`config.mk`:
```
export PLATFORM = sky130hd
export DESIGN_NAME = control_sequencer
export DESIGN_NICKNAME = d
export VERILOG_FILES = /design/src/rtl/cpu_pkg.sv /design/src/rtl/instr_decoder.sv /design/src/rtl/control_sequencer.sv
export SDC_FILE = /design/constraint.sdc
export NUM_CORES = 1
export LEC_CHECK = 0
export CORE_AREA = 5 5 68 70
export CTS_BUF_LIST = sky130_fd_sc_hd__clkbuf_8
export CTS_CLUSTER_DIAMETER = 120
export DETAILED_ROUTE_END_ITERATION = 8
export DIE_AREA = 0 0 73 75
export HOLD_SLACK_MARGIN = 0.08
export PLACE_DENSITY = 0.79
export SLEW_MARGIN = 20
export SYNTH_ARGS = -nofsm -noshare
export SYNTH_HDL_FRONTEND = slang
export SYNTH_HIERARCHICAL = 1
export SYNTH_SLANG_ARGS = --single-unit
```
`constraint.sdc`:
```
create_clock -name clk -period 2 [get_ports clk]
set_input_delay 0.4 -clock clk [delete_from_list [all_inputs] [get_ports clk]]
set_output_delay 0.4 -clock clk [all_outputs]
set_load 0.01 [all_outputs]
```
`src/rtl/cpu_pkg.sv`:
```
// Shared opcode, ALU-op, IR-field and state definitions for the hardwired control sequencer.
package cpu_pkg;

  localparam int unsigned IR_W      = 32;
  localparam int unsigned OPCODE_W  = 5;
  localparam int unsigned ALU_OP_W  = 4;
  localparam int unsigned REG_SEL_W = 4;
  localparam int unsigned STATE_W   = 4;

  // IR field bit positions
  localparam int unsigned OPC_HI = 31;
  localparam int unsigned OPC_LO = 27;
  localparam int unsigned RA_HI  = 26;
  localparam int unsigned RA_LO  = 23;
  localparam int unsigned RB_HI  = 22;
  localparam int unsigned RB_LO  = 19;
  localparam int unsigned RC_HI  = 18;
  localparam int unsigned RC_LO  = 15;

  localparam logic [OPCODE_W-1:0] OP_ADD  = 5'b00011;
  localparam logic [OPCODE_W-1:0] OP_SUB  = 5'b00100;
  localparam logic [OPCODE_W-1:0] OP_AND  = 5'b00101;
  localparam logic [OPCODE_W-1:0] OP_OR   = 5'b00110;
  localparam logic [OPCODE_W-1:0] OP_ROR  = 5'b00111;
  localparam logic [OPCODE_W-1:0] OP_ROL  = 5'b01000;
  localparam logic [OPCODE_W-1:0] OP_SHR  = 5'b01001;
  localparam logic [OPCODE_W-1:0] OP_SHRA = 5'b01010;
  localparam logic [OPCODE_W-1:0] OP_SHL  = 5'b01011;
  localparam logic [OPCODE_W-1:0] OP_NOP  = 5'b11010;
  localparam logic [OPCODE_W-1:0] OP_HALT = 5'b11011;

  localparam logic [ALU_OP_W-1:0] ALU_NONE = 4'b0000;
  localparam logic [ALU_OP_W-1:0] ALU_ADD  = 4'b0011;
  localparam logic [ALU_OP_W-1:0] ALU_SUB  = 4'b0100;
  localparam logic [ALU_OP_W-1:0] ALU_AND  = 4'b0101;
  localparam logic [ALU_OP_W-1:0] ALU_OR   = 4'b0110;
  localparam logic [ALU_OP_W-1:0] ALU_ROR  = 4'b0111;
  localparam logic [ALU_OP_W-1:0] ALU_ROL  = 4'b1000;
  localparam logic [ALU_OP_W-1:0] ALU_SHR  = 4'b1001;
  localparam logic [ALU_OP_W-1:0] ALU_SHRA = 4'b1010;
  localparam logic [ALU_OP_W-1:0] ALU_SHL  = 4'b1011;

  typedef enum logic [STATE_W-1:0] {
    S_IDLE = 4'd0,
    S_T0   = 4'd1,
    S_T1   = 4'd2,
    S_T2   = 4'd3,
    S_T3   = 4'd4,
    S_T4   = 4'd5,
    S_T5   = 4'd6,
    S_HALT = 4'd7
  } state_e;

  // Strobes that depend on the state alone and can be loaded alongside it
  typedef struct packed {
    logic run;
    logic pc_out;
    logic mar_in;
    logic inc_pc;
    logic read;
    logic mdr_in;
    logic mdr_out;
    logic ir_in;
    logic z_in;
    logic zlow_out;
    logic r_in;
  } strobe_t;

  function automatic strobe_t state_strobes(state_e s);
    strobe_t st;
    st     = '0;
    st.run = (s != S_IDLE) && (s != S_HALT);
    case (s)
      S_T0: begin
        st.pc_out = 1'b1;
        st.mar_in = 1'b1;
        st.inc_pc = 1'b1;
      end
      S_T1: begin
        st.read   = 1'b1;
        st.mdr_in = 1'b1;
      end
      S_T2: begin
        st.mdr_out = 1'b1;
        st.ir_in   = 1'b1;
      end
      S_T4: st.z_in = 1'b1;
      S_T5: begin
        st.zlow_out = 1'b1;
        st.r_in     = 1'b1;
      end
      default: ;
    endcase
    return st;
  endfunction

endpackage

```
`src/rtl/instr_decoder.sv`:
```
// Combinational opcode classifier: ALU/NOP/HALT/illegal plus the ALU function select.
module instr_decoder
  import cpu_pkg::*;
#(
  parameter int unsigned OPC_W = OPCODE_W
) (
  input  logic [OPC_W-1:0]    opcode,
  output logic                is_alu,
  output logic                is_nop,
  output logic                is_halt,
  output logic                is_illegal,
  output logic [ALU_OP_W-1:0] alu_op
);

  always_comb begin
    is_alu  = 1'b0;
    is_nop  = 1'b0;
    is_halt = 1'b0;
    alu_op  = ALU_NONE;
    case (opcode)
      OP_ADD:  begin is_alu = 1'b1; alu_op = ALU_ADD;  end
      OP_SUB:  begin is_alu = 1'b1; alu_op = ALU_SUB;  end
      OP_AND:  begin is_alu = 1'b1; alu_op = ALU_AND;  end
      OP_OR:   begin is_alu = 1'b1; alu_op = ALU_OR;   end
      OP_ROR:  begin is_alu = 1'b1; alu_op = ALU_ROR;  end
      OP_ROL:  begin is_alu = 1'b1; alu_op = ALU_ROL;  end
      OP_SHR:  begin is_alu = 1'b1; alu_op = ALU_SHR;  end
      OP_SHRA: begin is_alu = 1'b1; alu_op = ALU_SHRA; end
      OP_SHL:  begin is_alu = 1'b1; alu_op = ALU_SHL;  end
      OP_NOP:  is_nop  = 1'b1;
      OP_HALT: is_halt = 1'b1;
      default: ;
    endcase
    is_illegal = !(is_alu || is_nop || is_halt);
  end

endmodule

```
`src/rtl/control_sequencer.sv`:
```
// Hardwired fetch/execute sequencer driving the single-bus datapath strobes.
module control_sequencer
  import cpu_pkg::*;
#(
  parameter int unsigned CNT_W = 16,
  parameter int unsigned OPC_W = OPCODE_W
) (
  input  logic                 clk,
  input  logic                 clr,
  input  logic                 start,
  input  logic                 mem_ready,
  input  logic [IR_W-1:0]      ir,
  output logic                 PCout,
  output logic                 MARin,
  output logic                 IncPC,
  output logic                 Read,
  output logic                 MDRin,
  output logic                 MDRout,
  output logic                 IRin,
  output logic                 Yin,
  output logic                 Zin,
  output logic                 Zlowout,
  output logic                 Rout,
  output logic [REG_SEL_W-1:0] Rout_sel,
  output logic                 Rin,
  output logic [REG_SEL_W-1:0] Rin_sel,
  output logic [ALU_OP_W-1:0]  alu_op,
  output logic                 run,
  output logic                 illegal,
  output logic [CNT_W-1:0]     instr_count
);

  state_e                state;
  strobe_t               stb;
  logic                  is_alu;
  logic                  is_nop;
  logic                  is_halt;
  logic                  is_illegal;
  logic [ALU_OP_W-1:0]   dec_alu_op;
  logic                  unused_ir_bits;

  assign unused_ir_bits = ^ir[RC_LO-1:0];

  instr_decoder #(.OPC_W(OPC_W)) u_decoder (
    .opcode     (ir[OPC_HI:OPC_LO]),
    .is_alu     (is_alu),
    .is_nop     (is_nop),
    .is_halt    (is_halt),
    .is_illegal (is_illegal),
    .alu_op     (dec_alu_op)
  );

  // State register; state-only strobes are loaded with the state they belong to
  always_ff @(posedge clk or posedge clr) begin
    if (clr) begin
      state       <= S_IDLE;
      stb         <= '0;
      illegal     <= 1'b0;
      instr_count <= '0;
    end else begin
      case (state)
        S_IDLE: if (start) begin
          state <= S_T0;
          stb   <= state_strobes(S_T0);
        end
        S_T0: begin
          state <= S_T1;
          stb   <= state_strobes(S_T1);
        end
        S_T1: if (mem_ready) begin
          state <= S_T2;
          stb   <= state_strobes(S_T2);
        end
        S_T2: begin
          state <= S_T3;
          stb   <= state_strobes(S_T3);
        end
        S_T3: begin
          if (is_alu) begin
            state <= S_T4;
            stb   <= state_strobes(S_T4);
          end else if (is_halt) begin
            state <= S_HALT;
            stb   <= state_strobes(S_HALT);
          end else if (is_nop) begin
            state <= S_T0;
            stb   <= state_strobes(S_T0);
          end else if (is_illegal) begin
            illegal <= 1'b1;
            state   <= S_T0;
            stb     <= state_strobes(S_T0);
          end
        end
        S_T4: begin
          state <= S_T5;
          stb   <= state_strobes(S_T5);
        end
        S_T5: begin
          instr_count <= instr_count + CNT_W'(1);
          if (start) begin
            state <= S_T0;
            stb   <= state_strobes(S_T0);
          end else begin
            state <= S_IDLE;
            stb   <= state_strobes(S_IDLE);
          end
        end
        S_HALT: ;
        default: begin
          state <= S_IDLE;
          stb   <= '0;
        end
      endcase
    end
  end

  // Register-file selects and ALU op follow the IR fields, which are only valid from T3 on
  always_comb begin
    Rout     = 1'b0;
    Yin      = 1'b0;
    Rout_sel = '0;
    Rin_sel  = '0;
    alu_op   = ALU_NONE;
    case (state)
      S_T3: if (is_alu) begin
        Rout     = 1'b1;
        Yin      = 1'b1;
        Rout_sel = ir[RB_HI:RB_LO];
      end
      S_T4: begin
        Rout     = 1'b1;
        Rout_sel = ir[RC_HI:RC_LO];
        alu_op   = dec_alu_op;
      end
      S_T5: Rin_sel = ir[RA_HI:RA_LO];
      default: ;
    endcase
  end

  assign run     = stb.run;
  assign PCout   = stb.pc_out;
  assign MARin   = stb.mar_in;
  assign IncPC   = stb.inc_pc;
  assign Read    = stb.read;
  assign MDRin   = stb.mdr_in;
  assign MDRout  = stb.mdr_out;
  assign IRin    = stb.ir_in;
  assign Zin     = stb.z_in;
  assign Zlowout = stb.zlow_out;
  assign Rin     = stb.r_in;

endmodule

```
==> results of run 1 <==
[cells by family after synthesis]
group	synth area share (%)
adders and majority gates	0.810
DFF	42.1
buffers and inverters	7.45
muxes	2.02
AOI/OAI and AO/OA	14.4
xor gates and xnor gates	8.50
and+or+nand+nor	24.7
[layer usage]
metal  vias up  routed length (um)  global-route usage (%)
met4         0                  27                    4.30
met2        29                2050                    27.5
met5         -                   0                       0
li1        699                   -                       -
met1       689                1700                    19.2
met3         4                 171                    2.67
[registers in the layout, summed over array words and instances (netlist names)]
signal,cells
run,1
MDRout,1
Zlowout,1
Read,1
illegal,1
instr_count,16
Zin,1
PCout,1
state,3
[worst max-delay path by stage]
stage	from	endpoint	slack [ns]	depth (start not counted)
floorplan	ir[30]	Zlowout$_DFFE_PP0P_	0.19	7
global placement	ir[30]	Rout_sel[0]	-0.58	6
detailed placement	ir[30]	Rout_sel[0]	-0.64	6
CTS	state[1]$_DFFE_PP0P_	Rout_sel[0]	-0.04	5
global route	state[1]$_DFFE_PP0P_	Yin	-0.01	4
finish	ir[27]	Rout	0.02	6
[power by group]
group | total, mW | switching (mW) | leakage [nW] | internal, mW
clock | 0.342 | 0.166 | 0.0288 | 0.176
sequential | 0.771 | 0.119 | 0.338 | 0.652
combinational | 1.32 | 0.576 | 0.820 | 0.745
total | 2.43 | 0.861 | 1.19 | 1.57
[cells in the final DEF, fill, tap and decap left out, types with 2 or more instances in the layout]
master           count
buf_2                6
buf_4               28
a22o_1               6
dfrtp_1             26
a21oi_1              2
and2_1               9
nor3b_1              3
xor2_1               6
o21ai_0              3
dlygate4sd2_1        5
xnor2_1              9
clkdlybuf4s50_1     43
nand3_1              8
clkdlybuf4s15_1      6
nor2_1               9
a211o_1              2
inv_1                7
and3_1               4
o311a_2              2
clkbuf_8             4
nand4_4              2
mux2i_1              2
o31ai_1              2
and3b_2              2
nor3_1               3
nand2_1              8
o22a_1               2
buf_6                4
[area by class of cell]
type                       instances  area [um^2]  share of cell area, %
timing repair buffer              93          831                   34.1
tap                               50         62.6                   2.57
sequential                        26          651                   26.7
inverter                           7         26.3                   1.08
multi-input combinational        107          808                   33.2
clock buffer                       4         55.1                   2.26
[what timing repair did]
action,4_1_cts,5_1_grt
resized for setup,50,12
buffers inserted,6,3
setup endpoints to repair,17,16
hold endpoints to repair,0,0
pin swaps,2,1
cloned,0,0
[per-stage QoR]
step / utilization (%) / TNS (ns) / instance area [um^2] / power, mW / std cells
after floorplan: - / 0 / 1550 / 1.45 / 154
after global placement: 58.9 / -6.34 / 2300 / 1.97 / 274
after detailed placement: 58.9 / -7.21 / 2300 / 1.99 / 274
after CTS: 61.5 / -0.0803 / 2410 / 2.40 / 284
after global routing: 62.2 / -0.0171 / 2430 / 2.60 / 287
final: 62.2 / 0 / 2430 / 2.43 / 287
[worst max-delay path, delay by kind of cell]
family,cells,cell delay [ns]
and+or+nand+nor,3,0.47
AOI/OAI and AO/OA,1,0.33
buffers and inverters,2,0.38
==> qor.yml, run 1 <==
yosys:
  synth-edff-count: 0
  avgSynthCellArea_um2: 10.0
  synthTopCellsByArea: "dfrtp_1 42%, xnor2_1 5.1%, and2_1 4.0%, buf_4 3.4%, a22o_1 3.4%"
  yosysTopAreaCellShare_pct: 42.1
  synth_nets: 191
  yosys-top-cells-count: "26 x dfrtp_1, 10 x and2_1, 9 x nor2_1, 9 x xnor2_1"
  yosys_warnings: 6
  syn-instance-count: 154
  yosysTopAreaCell: "dfrtp_1"
  synth.distinct_cells: 42
  synthArstFlopShare_pct: 100
  synthesis.area_um2: 1550
  ys_ff_latch: 26
  synth_ff_type: "dfrtp_1"
  post-synth-top-count-cell: "dfrtp_1"
  yosysSeqAreaShare_pct: 42.1
floorplan:
  die_h_um: 75
  core_um2: 3910
  start_util_pct: 39.5
  fp-row-count: 23
  dieArea_um2: 5480
  ios: 78
  die_x_um: 73
timing:
  hold_viol_final: 0
  period_minus_slack_ns: 1.98
  setup_viol: 0
  skew_ns: 0.00668
  fin_crit_sh_pct: 98.8
  max_freq_ghz: 0.506
  whs_ns: 0.474
  worstMarginPinSlew_ns: 0.336
  slew_violations: 0
  slew_headroom_pct: 77.6
  setup_slack_ns: 0.0242
pwr:
  ir_drop_mv: 0.526
  power_density_nw_per_um2: 1000
  power_leakage_nw: 1.19
status:
  outcome: "complete, no violations"
worst_setup_path:
  arrival_ns: 1.58
  start_kind: "input port"
  ff2ff_path_depth: 6
  r2r_slack_ns: 0.34
  slowest_stage: "a211oi_2"
  critical_path.endpoint_type: "primary output"
  critPathKind: "in -> out"
  crit_path_max_fanout: 7
  crit_path_cell_trace: "dlygate4sd2_1, a211oi_2, nor2b_4, and2_4, or2_4, buf_6"
  cp.required_ns: 1.60
  max_stage_delay_ns: 0.33
  worstReg2RegEnd: "Zlowout$_DFFE_PP0P_"
  rr_startpoint: "state[1]$_DFFE_PP0P_"
drt:
  drc: 0
  initialDrtViolationCount: 41
  drt-total-wl_um: 3950
  num_vias: 1421
  drtPass1Iterations: 4
  via_per_inst: 4.95
  ant_nets: 0
  wire_per_inst_um: 13.8
grt:
  grt_pass1_vias: 1413
  grt_usage_pct: 15.4
  grt_pass1_wl_um: 6590
  grt-ovfl-total: 0
  grt_antenna_before_repair: 0
  grt_max_degree: 27
clock_network:
  cts_buffer_depth: 2
  htreeDepth: 1
  cts_sinks: 26
  clk_pin_slew_ns: 0.09
  cts_hold_buf: 0
  cts_tree: "yes"
  root_buffer: "clkbuf_8"
  insertion_delay_ns: 0.27
  numCtsBuffers: 3
final_layout:
  nets: 275
  diodes: 0
  drive_above_1_share_pct: 26.6
  area_delta_synth_final_pct: 57.5
  n_fill_cell: 353
placed_design:
  port_buffers: 62
  gp_congestion: 0.809
  dp_slack_ns: -0.643
  place_hpwl_um: 2940
hold_path:
  worstHoldStart: "instr_count[15]$_DFFE_PP0N_"
  hold-path-cell-count: 1
  worst_hold_path_type: "reg -> reg"
  hold_path_end: "instr_count[15]$_DFFE_PP0N_"
flow_run:
  maxCapViolCount: 0
(Power assumes the default switching activity.)
==> run 2, diff against run 1 <==
- CORE_AREA: 5 5 68 70 -> 2 2 65 67
- DIE_AREA: 0 0 73 75 -> 0 0 67 69
==> run 2 against run 1 <==
  * Hold slack about the same
  * Clock skew decreased by 0.0037 ns
  * Final cell count decreased by 1.0%
  * Critical path type unchanged
  * Highest routed layer unchanged
==> qor.yml, run 2 (synthesized netlist as in run 1, its figures left out) <==
floorplan:
  die_x_um: 67  # -8.2%
  fp-row-count: 23  # unchanged
  dieArea_um2: 4620  # -16%
  die_h_um: 69  # -8.0%
  start_util_pct: 39.5  # unchanged
  ios: 78  # unchanged
  core_um2: 3910  # unchanged
grt:
  grtUsageMet3_pct: 3.75  # +1.1 points
  busiest_layer: "met2"
  grt_usage_pct: 16.0  # +0.57 points
  grtUsageMet2_pct: 28.1  # +0.55 points
  grt_pass1_wl_um: 6020  # -8.7%
  grt-ovfl-total: 0  # unchanged
  grt_max_degree: 27  # unchanged
  grt_antenna_before_repair: 0  # unchanged
  gr-usage-met1_pct: 19.9  # +0.76 points
  grt_pass1_vias: 1360  # -3.8%
worst_setup_path:
  arrival_ns: 1.55  # -0.03 ns
  critPathKind: "in -> out"
  critical_path.endpoint_type: "primary output"
  start_kind: "input port"
  worstReg2RegEnd: "instr_count[13]$_DFFE_PP0N_"
  ff2ff_path_depth: 6  # unchanged
  cp.required_ns: 1.60  # about the same
  crit_start: "ir[27]"
  r2r_slack_ns: 0.33  # about the same
  endpoint: "Rout"
  rr_startpoint: "state[0]$_DFFE_PP0P_"
  crit_path_max_fanout: 7  # unchanged
drt:
  initialDrtViolationCount: 117  # +190%
  drtPass1Iterations: 4  # unchanged
  num_vias: 1392  # -2.0%
  drc: 0  # unchanged
  wire_per_inst_um: 13.1  # -4.9%
  via_per_inst: 4.90  # -1.0%
  drt-total-wl_um: 3720  # -5.8%
  ant_nets: 0  # unchanged
hold_path:
  worst_hold_path_type: "reg -> reg"
  worstHoldStart: "instr_count[15]$_DFFE_PP0N_"
clock_network:
  cts_buffer_depth: 2  # unchanged
  cts_tree: "yes"
  insertion_delay_ns: 0.27  # about the same
  cts_hold_buf: 0  # unchanged
  htreeDepth: 1  # unchanged
  clk_pin_slew_ns: 0.09  # about the same
  root_buffer: "clkbuf_8"
  numCtsBuffers: 3  # unchanged
  cts_sinks: 26  # unchanged
final_layout:
  top_register: "instr_count"
  fin_cells: 284  # -1.0%
  n_fill_cell: 339  # -4.0%
  nets: 272  # -1.1%
  multiInputGateArea_um2: 811  # +0.31%
  area.sequential_um2: 652  # +0.19%
  largest_reg_flops: 16  # unchanged
  area_delta_synth_final_pct: 56.8
  drive_above_1_share_pct: 24.8  # -1.8 points
  final_common_cell: "clkdlybuf4s50_1"
  diodes: 0  # unchanged
  final_cell_mix: "43 x clkdlybuf4s50_1, 25 x dfrtp_1, 24 x buf_4"
  top_regs: "instr_count x16, state x3"
timing:
  slew_headroom_pct: 78.5  # +0.83 points
  setup_viol: 0  # unchanged
  whs_ns: 0.474  # +0.000331 ns
  max_freq_ghz: 0.513  # +1.4%
  fin_crit_sh_pct: 97.5  # -1.3 points
  worstMarginPinSlew_ns: 0.323  # -0.0125 ns
  period_minus_slack_ns: 1.95  # -0.0265 ns
  hold_viol_final: 0  # unchanged
  skew_ns: 0.00296  # -0.00371 ns
  slew_violations: 0  # unchanged
pwr:
  ir_drop_mv: 0.679  # +29%
  power_density_nw_per_um2: 1020  # +1.6%
  power_leakage_nw: 1.20  # +0.88%
placed_design:
  port_buffers: 62  # unchanged
  gp_congestion: 0.810  # +0.12%
  place_inst: 273  # -0.36%
  place_hpwl_um: 2680  # -8.8%
flow_run:
  maxCapViolCount: 0  # unchanged
status:
  outcome: "complete, no violations"
[run 2: changes by cell type in the layout (fill, tap and decap cells not counted), sizes merged]
cell	change
clkdlybuf4s15	-4
buf	-9
dlygate4sd2	+5
bufinv	+1
and3b	+1
clkbuf	+3
[run 2: critical path: stages]
cell and delay (ns):
clkdlybuf4s15_1 0.20, a211oi_2 0.30, nor2b_2 0.08, and2_4 0.17, or2_2 0.28, buf_6 0.12
[run 2: power by group]
part | switching, mW | internal [mW]
clock network | 0.165 | 0.268
registers | 0.130 | 0.654
logic | 0.552 | 0.692
[run 2: how the worst min path moves through the flow]
stage | end | slack, ns | cells after the start
floorplan | MDRout$_DFFE_PP0P_ | 0.44 | 1
global placement | instr_count[15]$_DFFE_PP0N_ | 0.46 | 1
detailed placement | instr_count[15]$_DFFE_PP0N_ | 0.46 | 1
CTS | instr_count[12]$_DFFE_PP0N_ | 0.48 | 3
global route | instr_count[15]$_DFFE_PP0N_ | 0.51 | 1
finish | instr_count[15]$_DFFE_PP0N_ | 0.47 | 1
[run 2: metrics by stage]
step	setup WS (ns)	instance area, um^2	power, mW	setup TNS (ns)	utilization, %
after floorplan	0.188	1550	1.45	0	-
after global placement	-0.556	2300	1.96	-6.21	58.7
after detailed placement	-0.625	2300	1.98	-6.80	58.7
after CTS	0.0196	2410	2.45	0	61.6
after global routing	-0.00822	2420	2.62	-0.0162	61.9
final	0.0507	2420	2.46	0	61.9
[run 2: final cells by class]
cell class                      instances  area share (%)
Clock buffer                            3            1.70
Clock inverter                          1            1.24
Inverter                                7            1.08
Multi-Input combinational cell        108            33.5
Sequential cell                        26            26.9
Tap cell                               50            2.58
Timing Repair Buffer                   89            33.0
[run 2: layer usage]
metal | part of all wire, % | vias to the layer above
met5 | 0 | -
met4 | 1.7 | 0
met3 | 4.0 | 8
met2 | 52 | 36
met1 | 42 | 650
li1 | - | 698
[run 2: what timing repair did]
action | in CTS | in global routing
pin swaps | 2 | 2
setup endpoints to repair | 15 | 7
gates resized for setup | 41 | 9
setup buffers | 5 | 1
gates cloned | 0 | 1
